**src/rtl/dmem_pkg.sv**
```systemverilog
// Shared types for the data-memory controller: size encodings,
// lane-mask helper and the registered response record.
package dmem_pkg;

    typedef enum logic [1:0] {
        SZ_BYTE = 2'b00,
        SZ_HALF = 2'b01,
        SZ_WORD = 2'b10,
        SZ_ILL  = 2'b11
    } size_e;

    localparam int RSP_DATA_W = 32;
    localparam int RSP_ERR_W  = 1;

    typedef struct packed {
        logic                  valid;
        logic [RSP_ERR_W-1:0]  err;
        logic [RSP_DATA_W-1:0] data;
    } rsp_t;

    // Bank lanes touched by an access of this size at lane offset off.
    function automatic logic [3:0] lane_mask(input size_e size,
                                             input logic [1:0] off);
        logic [3:0] m;
        unique case (size)
            SZ_BYTE: m = 4'b0001 << off;
            SZ_HALF: m = off[1] ? 4'b1100 : 4'b0011;
            SZ_WORD: m = 4'b1111;
            SZ_ILL:  m = 4'b1111;
        endcase
        return m;
    endfunction

endpackage

```
**src/rtl/dmem_if.sv**
```systemverilog
// Bus bundle between the two requesters (C, L), the controller and
// the four byte-lane banks. slave = controller view, master = far side.
interface dmem_if #(
    parameter int ADDR_WIDTH = 13
) ();

    logic                  C_REQ,   L_REQ;
    logic                  C_WE,    L_WE;
    logic [1:0]            C_SIZE,  L_SIZE;
    logic                  C_UNS,   L_UNS;
    logic [ADDR_WIDTH-1:0] C_ADDR,  L_ADDR;
    logic [31:0]           C_WDATA, L_WDATA;
    logic                  C_GNT,   L_GNT;
    logic                  C_RVALID, L_RVALID;
    logic [31:0]           C_RDATA, L_RDATA;
    logic                  C_ERR,   L_ERR;

    logic [ADDR_WIDTH-1:0] B_ADDR;
    logic [3:0]            B_WE;
    logic [3:0]            B_RE;
    logic [31:0]           B_DIN;
    logic [31:0]           B_DOUT;

    modport slave (
        input  C_REQ, C_WE, C_SIZE, C_UNS, C_ADDR, C_WDATA,
        input  L_REQ, L_WE, L_SIZE, L_UNS, L_ADDR, L_WDATA,
        output C_GNT, C_RVALID, C_RDATA, C_ERR,
        output L_GNT, L_RVALID, L_RDATA, L_ERR,
        output B_ADDR, B_WE, B_RE, B_DIN,
        input  B_DOUT
    );

    modport master (
        output C_REQ, C_WE, C_SIZE, C_UNS, C_ADDR, C_WDATA,
        output L_REQ, L_WE, L_SIZE, L_UNS, L_ADDR, L_WDATA,
        input  C_GNT, C_RVALID, C_RDATA, C_ERR,
        input  L_GNT, L_RVALID, L_RDATA, L_ERR,
        input  B_ADDR, B_WE, B_RE, B_DIN,
        output B_DOUT
    );

endinterface

```
**src/rtl/dmem_load_align.sv**
```systemverilog
// Load formatter: picks the addressed lane(s) of B_DOUT, moves them
// to bit 0 and sign- or zero-extends. Ports: dout, size, off, uns -> data.
module dmem_load_align
    import dmem_pkg::*;
(
    input  logic [31:0] dout,
    input  size_e       size,
    input  logic [1:0]  off,
    input  logic        uns,
    output logic [31:0] data
);

    logic [7:0]  b;
    logic [15:0] h;

    always_comb begin
        b    = dout[{off, 3'b000} +: 8];
        h    = off[1] ? dout[31:16] : dout[15:0];
        data = dout;
        unique case (1'b1)
            size == SZ_BYTE: data = {{24{~uns & b[7]}}, b};
            size == SZ_HALF: data = {{16{~uns & h[15]}}, h};
            default:         data = dout;
        endcase
    end

endmodule

```
**src/rtl/dmem_ctrl.sv**
```systemverilog
// Two-port (C/L) round-robin arbiter and byte-lane controller for the
// data BRAM banks. Ports: CLK, RST, bus (dmem_if.slave).
// Option: DMEM_MISALIGN_TRAP_EN makes misaligned/illegal accesses error.
module dmem_ctrl
    import dmem_pkg::*;
#(
    parameter int ADDR_WIDTH = 13
) (
    input  logic   CLK,
    input  logic   RST,
    dmem_if.slave  bus
);

    logic                  c_pri;
    logic                  c_gnt, l_gnt;
    logic                  sel_we, sel_uns;
    size_e                 sel_size;
    logic [ADDR_WIDTH-1:0] sel_addr;
    logic [31:0]           sel_wdata;
    size_e                 eff_size;
    logic [1:0]            eff_off;
    logic                  acc_err;
    logic [3:0]            mask;
    logic [31:0]           ld_data;
    rsp_t                  rsp_d, c_rsp, l_rsp;

    // c_pri=1 means C wins a tie (L was granted last).
    always_comb begin
        c_gnt = 1'b0;
        l_gnt = 1'b0;
        if (!RST) begin
            c_gnt = bus.C_REQ && (!bus.L_REQ || c_pri);
            l_gnt = bus.L_REQ && !c_gnt;
        end
    end

    assign sel_we    = l_gnt ? bus.L_WE    : bus.C_WE;
    assign sel_uns   = l_gnt ? bus.L_UNS   : bus.C_UNS;
    assign sel_size  = size_e'(l_gnt ? bus.L_SIZE : bus.C_SIZE);
    assign sel_addr  = l_gnt ? bus.L_ADDR  : bus.C_ADDR;
    assign sel_wdata = l_gnt ? bus.L_WDATA : bus.C_WDATA;

    // Natural alignment is forced unless trapping; SIZE=11 acts as word.
    always_comb begin
        eff_size = sel_size;
        eff_off  = sel_addr[1:0];
        acc_err  = 1'b0;
        unique case (sel_size)
            SZ_BYTE: eff_off = sel_addr[1:0];
            SZ_HALF: begin
                eff_off = {sel_addr[1], 1'b0};
`ifdef DMEM_MISALIGN_TRAP_EN
                acc_err = sel_addr[0];
`endif
            end
            SZ_WORD: begin
                eff_off = 2'b00;
`ifdef DMEM_MISALIGN_TRAP_EN
                acc_err = |sel_addr[1:0];
`endif
            end
            SZ_ILL: begin
                eff_size = SZ_WORD;
                eff_off  = 2'b00;
`ifdef DMEM_MISALIGN_TRAP_EN
                acc_err  = 1'b1;
`endif
            end
        endcase
    end

    assign mask = ((c_gnt || l_gnt) && !acc_err)
                ? lane_mask(eff_size, eff_off) : 4'b0000;

    assign bus.B_WE   = sel_we ? mask : 4'b0000;
    assign bus.B_RE   = sel_we ? 4'b0000 : mask;
    assign bus.B_ADDR = {sel_addr[ADDR_WIDTH-1:2], 2'b00};

    always_comb begin
        unique case (1'b1)
            eff_size == SZ_BYTE: bus.B_DIN = {4{sel_wdata[7:0]}};
            eff_size == SZ_HALF: bus.B_DIN = {2{sel_wdata[15:0]}};
            default:             bus.B_DIN = sel_wdata;
        endcase
    end

    dmem_load_align u_align (
        .dout (bus.B_DOUT),
        .size (eff_size),
        .off  (eff_off),
        .uns  (sel_uns),
        .data (ld_data)
    );

    // B_DOUT is valid after the negedge, so the edge closing the
    // accepting cycle captures the formatted load directly.
    always_comb begin
        rsp_d.valid = 1'b1;
        rsp_d.err   = acc_err;
        rsp_d.data  = (sel_we || acc_err) ? '0 : ld_data;
    end

    always_ff @(posedge CLK) begin
        if (RST) begin
            c_rsp <= '0;
            l_rsp <= '0;
            c_pri <= 1'b1;
        end else begin
            c_rsp <= c_gnt ? rsp_d : '0;
            l_rsp <= l_gnt ? rsp_d : '0;
            if (c_gnt)
                c_pri <= 1'b0;
            else if (l_gnt)
                c_pri <= 1'b1;
        end
    end

    assign bus.C_GNT    = c_gnt;
    assign bus.L_GNT    = l_gnt;
    assign bus.C_RVALID = c_rsp.valid;
    assign bus.L_RVALID = l_rsp.valid;
    assign bus.C_ERR    = c_rsp.err;
    assign bus.L_ERR    = l_rsp.err;
    assign bus.C_RDATA  = c_rsp.data;
    assign bus.L_RDATA  = l_rsp.data;

endmodule

```
**src/flat_wrapper.sv**
```systemverilog
// flat-port wrapper written by rule: the top's interface ports become plain ports
module dmem_ctrl_flat import dmem_pkg::*;
#(
    parameter int ADDR_WIDTH = 13
)
  (CLK, RST, bus_C_REQ, bus_C_WE, bus_C_SIZE, bus_C_UNS, bus_C_ADDR, bus_C_WDATA, bus_L_REQ, bus_L_WE, bus_L_SIZE, bus_L_UNS, bus_L_ADDR, bus_L_WDATA, bus_C_GNT, bus_C_RVALID, bus_C_RDATA, bus_C_ERR, bus_L_GNT, bus_L_RVALID, bus_L_RDATA, bus_L_ERR, bus_B_ADDR, bus_B_WE, bus_B_RE, bus_B_DIN, bus_B_DOUT);
  dmem_if #(.ADDR_WIDTH(ADDR_WIDTH)) bus_i ();
  input  logic CLK;
  input  logic RST;
  input wire logic [$bits(bus_i.C_REQ)-1:0] bus_C_REQ;
  input wire logic [$bits(bus_i.C_WE)-1:0] bus_C_WE;
  input wire logic [$bits(bus_i.C_SIZE)-1:0] bus_C_SIZE;
  input wire logic [$bits(bus_i.C_UNS)-1:0] bus_C_UNS;
  input wire logic [$bits(bus_i.C_ADDR)-1:0] bus_C_ADDR;
  input wire logic [$bits(bus_i.C_WDATA)-1:0] bus_C_WDATA;
  input wire logic [$bits(bus_i.L_REQ)-1:0] bus_L_REQ;
  input wire logic [$bits(bus_i.L_WE)-1:0] bus_L_WE;
  input wire logic [$bits(bus_i.L_SIZE)-1:0] bus_L_SIZE;
  input wire logic [$bits(bus_i.L_UNS)-1:0] bus_L_UNS;
  input wire logic [$bits(bus_i.L_ADDR)-1:0] bus_L_ADDR;
  input wire logic [$bits(bus_i.L_WDATA)-1:0] bus_L_WDATA;
  output wire logic [$bits(bus_i.C_GNT)-1:0] bus_C_GNT;
  output wire logic [$bits(bus_i.C_RVALID)-1:0] bus_C_RVALID;
  output wire logic [$bits(bus_i.C_RDATA)-1:0] bus_C_RDATA;
  output wire logic [$bits(bus_i.C_ERR)-1:0] bus_C_ERR;
  output wire logic [$bits(bus_i.L_GNT)-1:0] bus_L_GNT;
  output wire logic [$bits(bus_i.L_RVALID)-1:0] bus_L_RVALID;
  output wire logic [$bits(bus_i.L_RDATA)-1:0] bus_L_RDATA;
  output wire logic [$bits(bus_i.L_ERR)-1:0] bus_L_ERR;
  output wire logic [$bits(bus_i.B_ADDR)-1:0] bus_B_ADDR;
  output wire logic [$bits(bus_i.B_WE)-1:0] bus_B_WE;
  output wire logic [$bits(bus_i.B_RE)-1:0] bus_B_RE;
  output wire logic [$bits(bus_i.B_DIN)-1:0] bus_B_DIN;
  input wire logic [$bits(bus_i.B_DOUT)-1:0] bus_B_DOUT;
  assign bus_i.C_REQ = bus_C_REQ;
  assign bus_i.C_WE = bus_C_WE;
  assign bus_i.C_SIZE = bus_C_SIZE;
  assign bus_i.C_UNS = bus_C_UNS;
  assign bus_i.C_ADDR = bus_C_ADDR;
  assign bus_i.C_WDATA = bus_C_WDATA;
  assign bus_i.L_REQ = bus_L_REQ;
  assign bus_i.L_WE = bus_L_WE;
  assign bus_i.L_SIZE = bus_L_SIZE;
  assign bus_i.L_UNS = bus_L_UNS;
  assign bus_i.L_ADDR = bus_L_ADDR;
  assign bus_i.L_WDATA = bus_L_WDATA;
  assign bus_C_GNT = bus_i.C_GNT;
  assign bus_C_RVALID = bus_i.C_RVALID;
  assign bus_C_RDATA = bus_i.C_RDATA;
  assign bus_C_ERR = bus_i.C_ERR;
  assign bus_L_GNT = bus_i.L_GNT;
  assign bus_L_RVALID = bus_i.L_RVALID;
  assign bus_L_RDATA = bus_i.L_RDATA;
  assign bus_L_ERR = bus_i.L_ERR;
  assign bus_B_ADDR = bus_i.B_ADDR;
  assign bus_B_WE = bus_i.B_WE;
  assign bus_B_RE = bus_i.B_RE;
  assign bus_B_DIN = bus_i.B_DIN;
  assign bus_i.B_DOUT = bus_B_DOUT;
  dmem_ctrl #(.ADDR_WIDTH(ADDR_WIDTH)) u_core (.CLK(CLK), .RST(RST), .bus(bus_i));
endmodule
```
**config.mk**
```make
export PLATFORM = sky130hd
export DESIGN_NAME = dmem_ctrl_flat
export DESIGN_NICKNAME = d
export VERILOG_FILES = /design/src/rtl/dmem_pkg.sv /design/src/rtl/dmem_if.sv /design/src/rtl/dmem_load_align.sv /design/src/rtl/dmem_ctrl.sv /design/src/flat_wrapper.sv
export SDC_FILE = /design/constraint.sdc
export NUM_CORES = 1
export LEC_CHECK = 0
export ABC_AREA = 1
export ABC_CLOCK_PERIOD_IN_PS = 1950
export CORE_AREA = 2 2 99 101
export CTS_CLUSTER_DIAMETER = 120
export DETAILED_ROUTE_END_ITERATION = 12
export DIE_AREA = 0 0 101 103
export DONT_BUFFER_PORTS = 1
export HOLD_SLACK_MARGIN = 0.02
export PLACE_DENSITY_LB_ADDON = 0.15
export RECOVER_POWER = 100
export SKIP_CTS_REPAIR_TIMING = 1
export SYNTH_ARGS = -nofsm -noshare
export SYNTH_HDL_FRONTEND = slang
export SYNTH_SLANG_ARGS = --single-unit
```
**constraint.sdc**
```tcl
create_clock -name CLK -period 1.95 [get_ports CLK]
set_clock_uncertainty 0.2 [all_clocks]
set_input_delay 0.2925 -clock CLK [delete_from_list [all_inputs] [get_ports CLK]]
set_output_delay 0.2925 -clock CLK [all_outputs]
set_load 0.05 [all_outputs]
```
* After elaboration in Yosys (flattened, before gate mapping)
Cells that the tools add are included.
** Storage, ports and cells
- Register bits :: 69
- Input bits :: 134
** Cells by class
- Eq/ne operators :: 6
- Shift operators :: 2
- Mux-type cells :: 22
- Bitwise operators :: 5
- Reductions and logical operators :: 13
** Operator list (count)
- 32-bit case mux with 2 select lines :: 2
- 34-bit 2-to-1 mux :: 2
- 32-bit 2-to-1 mux :: 2
- 32-bit by 6-bit indexed part select with 8-bit output :: 1
- 16-bit 2-to-1 mux :: 1
- 4-bit 2-to-1 mux :: 4
- 13-bit 2-to-1 mux :: 1
- 4-bit case mux with 3 select lines :: 1
- 2-bit equality test, second input constant :: 4
- 2-bit OR reduction :: 4
- 1-bit 2-to-1 mux :: 6
- 2-bit case mux with 3 select lines :: 1
- 2-bit by 1-bit equality test with 1-bit output, second input constant :: 2
- 2-bit logical NOT :: 2
- 2-bit 2-to-1 mux :: 2
- 1-bit by 2-bit left shift with 4-bit output, first input constant :: 1
- 1-bit NOT :: 3
- 1-bit bitwise AND :: 2
- 1-bit logical AND :: 2
- 1-bit logical NOT :: 2
- 1-bit logical OR :: 2
- 2-bit nonzero test :: 1

* Longest topological paths before layout
- Word-level depth :: 15
- Gate-level depth with buffers :: 14

* Modules after synthesis
Synthesis repeated with hierarchy kept, for this count alone.
** Second synthesis, totals
- Cell total of the unflattened synthesis :: 593
- Area, all modules :: 3926.3 um2
** By module, submodules not included
- dmem_ctrl :: times used 1, cells an instance 439, area each 3101.7 um2, sequential area each 1341.3 um2
- dmem_load_align :: times used 1, cells an instance 154, area each 824.5 um2, sequential area each 0.0 um2

* Least setup slack after synthesis
OpenSTA, ideal clock, no wires.
- Path kind :: register -> output
- Start point :: register u_core.c_pri
- End point :: output port bus_B_RE[3]
- Arrival :: 2.669 ns
- Data required time :: 1.457 ns
- Path slack :: -1.212 ns
- Cell stages (with the launch flop) :: 8
- Path buffers :: 0
- Cells stage by stage :: dfxtp_1 o21ai_0 nor2_1 clkinv_1 nand2_1 o21a_1 o21ai_0 nor2_1
** On the way
- Elaborated cells on any way between the ends :: 27
** RTL lines
- start, declared :: RTL line dmem_ctrl.sv:14 : logic c_pri;
- start signal, assigned :: RTL line dmem_ctrl.sv:107 : c_pri <= 1'b1;
- start signal, assigned :: RTL line dmem_ctrl.sv:112 : c_pri <= 1'b0;
- start signal, assigned :: RTL line dmem_ctrl.sv:114 : c_pri <= 1'b1;
- 1-bit logical OR :: RTL line dmem_ctrl.sv:32 : c_gnt = bus.C_REQ && (!bus.L_REQ || c_pri);
- 1-bit logical AND :: RTL line dmem_ctrl.sv:32
- 1-bit 2-to-1 mux :: RTL line dmem_ctrl.sv:31 : if (!RST) begin
- via bus_C_GNT :: RTL line flat_wrapper.sv:22 : output wire logic [$bits(bus_i.C_GNT)-1:0] bus_C_GNT;
- 1-bit logical OR :: RTL line dmem_ctrl.sv:72 : assign mask = ((c_gnt || l_gnt) && !acc_err)
- 4-bit 2-to-1 mux :: RTL line dmem_ctrl.sv:73 : ? lane_mask(eff_size, eff_off) : 4'b0000;
- 4-bit 2-to-1 mux :: RTL line dmem_ctrl.sv:76 : assign bus.B_RE = sel_we ? 4'b0000 : mask;
- end, declared :: RTL line flat_wrapper.sv:32 : output wire logic [$bits(bus_i.B_RE)-1:0] bus_B_RE;
The timed path passes the listed nets, and every way through them passes these cells.

* Worst setup path after layout
- Start point :: register u_core.c_pri
- End point :: output port bus_B_DIN[16]
** On the way
- Cells in the longest elaborated chain, start to end :: 10
- Elaborated cells on any way between the ends :: 12
** Ends and longest elaborated chain
- 1-bit logical OR (*) :: RTL line dmem_ctrl.sv:32
- 1-bit logical AND (*) :: RTL line dmem_ctrl.sv:32
- 1-bit logical NOT (*) :: RTL line dmem_ctrl.sv:33 : l_gnt = bus.L_REQ && !c_gnt;
- 1-bit logical AND (*) :: RTL line dmem_ctrl.sv:33
- 1-bit 2-to-1 mux (*) :: RTL line dmem_ctrl.sv:31
- 2-bit 2-to-1 mux :: RTL line dmem_ctrl.sv:39 : assign sel_size = size_e'(l_gnt ? bus.L_SIZE : bus.C_SIZE);
- 2-bit equality test :: RTL line dmem_ctrl.sv:48 : unique case (sel_size)
- 2-bit 2-to-1 mux :: RTL line dmem_ctrl.sv:48
- 2-bit by 1-bit equality test with 1-bit output / 2-bit logical NOT (equally long branches) :: RTL line dmem_ctrl.sv:82, dmem_ctrl.sv:81
- 32-bit case mux with 2 select lines (*) :: RTL line dmem_ctrl.sv:80 : unique case (1'b1)
- end, declared :: RTL line flat_wrapper.sv:33 : output wire logic [$bits(bus_i.B_DIN)-1:0] bus_B_DIN;
Mark *: on every way between the ends. The rest lies on a longest branch, timed or not.

==> results.json <==
{
  "outcome": "finished with violations",
  "violations": "negative hold slack, negative setup slack",
  "whs_ns": -0.00672,
  "fillers": 795,
  "r2r_start": "u_core.c_pri",
  "yosys.area.top_type": "dfxtp_1",
  "io_buffers": 0,
  "track_usage_pct": 23.2,
  "period_share_pct": 122,
  "dieHeight_um": 103,
  "grt-ovfl-total": 0,
  "grt_pass1_wl_um": 18300,
  "finalSetupViolCount": 111,
  "cts-buffers-inserted": 9,
  "timing.critical_path.mode_cell": "buf_12",
  "p_per_area_nw_per_um2": 804,
  "syn_area_sq_um": 3400,
  "grt_pass1_vias": 3442,
  "worstMarginPinSlew_ns": 0.518,
  "crit_path_top_delay_cell": "dfxtp_2",
  "drc": 0,
  "synth_seq_area_share_pct": 39.4,
  "cts_tree": "built",
  "period_needed_ns": 2.39,
  "area_growth_pct": 73.5,
  "io_pins": 257,
  "antenna_found_initial": 0,
  "r2r_end": "u_core.bus.C_RDATA[19]",
  "grt_setup_unrepaired": "true",
  "min-delay-start": "bus_B_DOUT[1]",
  "vias_per_cell": 5.20,
  "crit_path_start_kind": "flop",
  "postRouteAntennaNets": 0,
  "syn_avg_cell_area_sq_um": 7.05,
  "p_leak_nw": 2.51,
  "synthArstFlopShare_pct": 0,
  "worstSetupEndpointType": "output pin",
  "finalWirelength_um": 13300,
  "first_pass_iters": 5,
  "maxCapViolCount": 0,
  "worstHoldEndpoint": "u_core.bus.L_RDATA[1]",
  "num_antenna_cells": 0,
  "synth_cells": 483,
  "max_freq_ghz": 0.419,
  "dp_hpwl_um": 10300,
  "drive_above_1_share_pct": 44.8,
  "r2r_slack_ns": -0.20,
  "hold_depth": 4,
  "synth_edf_count": 0,
  "yosys-top-cells-area": "dfxtp_1, nand2_1, nor2_1",
  "insertion_delay_ns": 0.35,
  "fin_total_pwr_w": 0.00475,
  "min_path_type": "in -> reg",
  "r2r_cells": 15,
  "cpPeakStageDelay_ns": 0.34,
  "max_slew_margin_pct": 65.4,
  "core_area_sq_um": 9460,
  "clkTransAtPathRegs_ns": 0.08,
  "final_nets": 712,
  "root_buffer": "clkbuf_8",
  "grt_max_degree": 38,
  "clk_path_buf_depth": 2,
  "yosys-top-cells-count": "nand2_1, nor2_1, dfxtp_1",
  "gp_congestion": 0.868,
  "vdd_drop_max_mv": 0.394,
  "final_cells": 697,
  "wl_per_cell_um": 19.0,
  "ys_types": 32,
  "synth_top_area_share_pct": 39.4,
  "start_util_pct": 36.0,
  "post-place-ws_ns": -0.217,
  "finalHoldViolCount": 2,
  "vias": 3625,
  "rows": 36,
  "yosysWarnings": 0,
  "die_x_um": 101,
  "ys.flop_type": "dfxtp_1",
  "fin_ws_ns": -0.436,
  "crit_type": "reg -> out",
  "drt_iter0_drc": 98,
  "synth_most_common_cell": "nand2_1",
  "worstPathCellList": "nand2_4, nand3_4, buf_12, mux2i_1, inv_2, nor2_1, buf_4, a31oi_4, buf_12",
  "placed_cells": 663,
  "slew_viol_final": 0,
  "design.die.area_sq_um": 10400,
  "worstPathMaxFanout": 5,
  "final_core_util_pct": 62.4,
  "crit_required_ns": 1.46,
  "ys_ff_latch": 67,
  "arrival_ns": 1.89,
  "htree_levels": 3,
  "clkSinkCount": 67,
  "totalNegativeSetupSlack_ns": -22.97
}
[flip-flops by register name, indices dropped and copies added (netlist names)]
signal,cells
u_core.bus.L_RDATA,32
u_core.c_pri,1
u_core.bus.L_RVALID,1
u_core.bus.C_RVALID,1
u_core.bus.C_RDATA,32
[layout make-up]
cell class,instances,area [sq um],share of cell area (%)
Multi-Input combinational cell,346,2590,43.9
Timing Repair Buffer,111,1390,23.5
Sequential cell,67,1340,22.7
Inverter,43,193,3.26
Tap cell,114,143,2.42
Clock buffer,10,128,2.16
Clock inverter,6,114,1.93
[layer usage]
metal | track usage [%] | share of wire [%] | up-vias
li1 | - | - | 1747
met1 | 22.2 | 32 | 1685
met2 | 45.6 | 56 | 176
met3 | 9.56 | 9.8 | 17
met4 | 6.44 | 1.5 | 0
met5 | 0 | 0 | -
[metrics by stage]
stage	hold WS [ns]	cell area, sq um
5_1_grt	0.0232	5900
2_1_floorplan	0.165	4130
3_5_place_dp	0.172	5120
3_3_place_gp	0.169	5120
4_1_cts	-0.213	5360
6_report	-0.00672	5900
[layout by cell type (no fill, tap or decap), drive strengths merged]
cell type	instances
clkinv	2
conb	4
bufinv	3
mux2i	16
or2	15
nand4	3
a21oi	15
nand3b	1
o21ai	43
o311ai	1
nand3	25
buf	104
o2111ai	1
clkinvlp	3
dfxtp	67
a31oi	9
o21a	1
inv	41
clkbuf	13
dlygate4sd3	4
nor2	93
o211ai	2
o221ai	10
nand2	107
[power by group]
group	switching (W)	total (W)	internal [W]
Sequential	0.000164	0.00158	0.00141
Clock	0.000537	0.00139	0.000851
Combinational	0.00107	0.00179	0.000718
[logic make-up (layout without fill, tap and decap cells)]
logic type      Yosys count  after routing  synth area share (%)
flops                    67             67                  39.4
other cells               1              4                 0.110
compound gates           82             82                  14.0
simple gates            243            244                  32.3
mux                      16             16                  4.71
buf+inv                  74            170                  9.45
[how the worst max path moves through the flow]
stage | start | to | slack, ns | cells after the start
6_report | u_core.c_pri | bus_B_DIN[16] | -0.44 | 9
5_1_grt | u_core.c_pri | bus_B_DIN[16] | -0.50 | 10
4_1_cts | u_core.c_pri | bus_B_WE[1] | -0.61 | 8
3_5_place_dp | u_core.c_pri | bus_B_WE[1] | -0.22 | 8
3_3_place_gp | u_core.c_pri | bus_B_WE[1] | -0.18 | 8
2_1_floorplan | u_core.c_pri | bus_B_DIN[17] | -0.14 | 8
[worst max-delay path: cells and delay by family, from the launching register on]
family          cells  cell delay [ns]
buf+inv             4             0.58
flops               1             0.34
simple gates        3             0.31
compound gates      1             0.17
mux                 1             0.12
No activity file was read; power rests on OpenSTA's default activity.
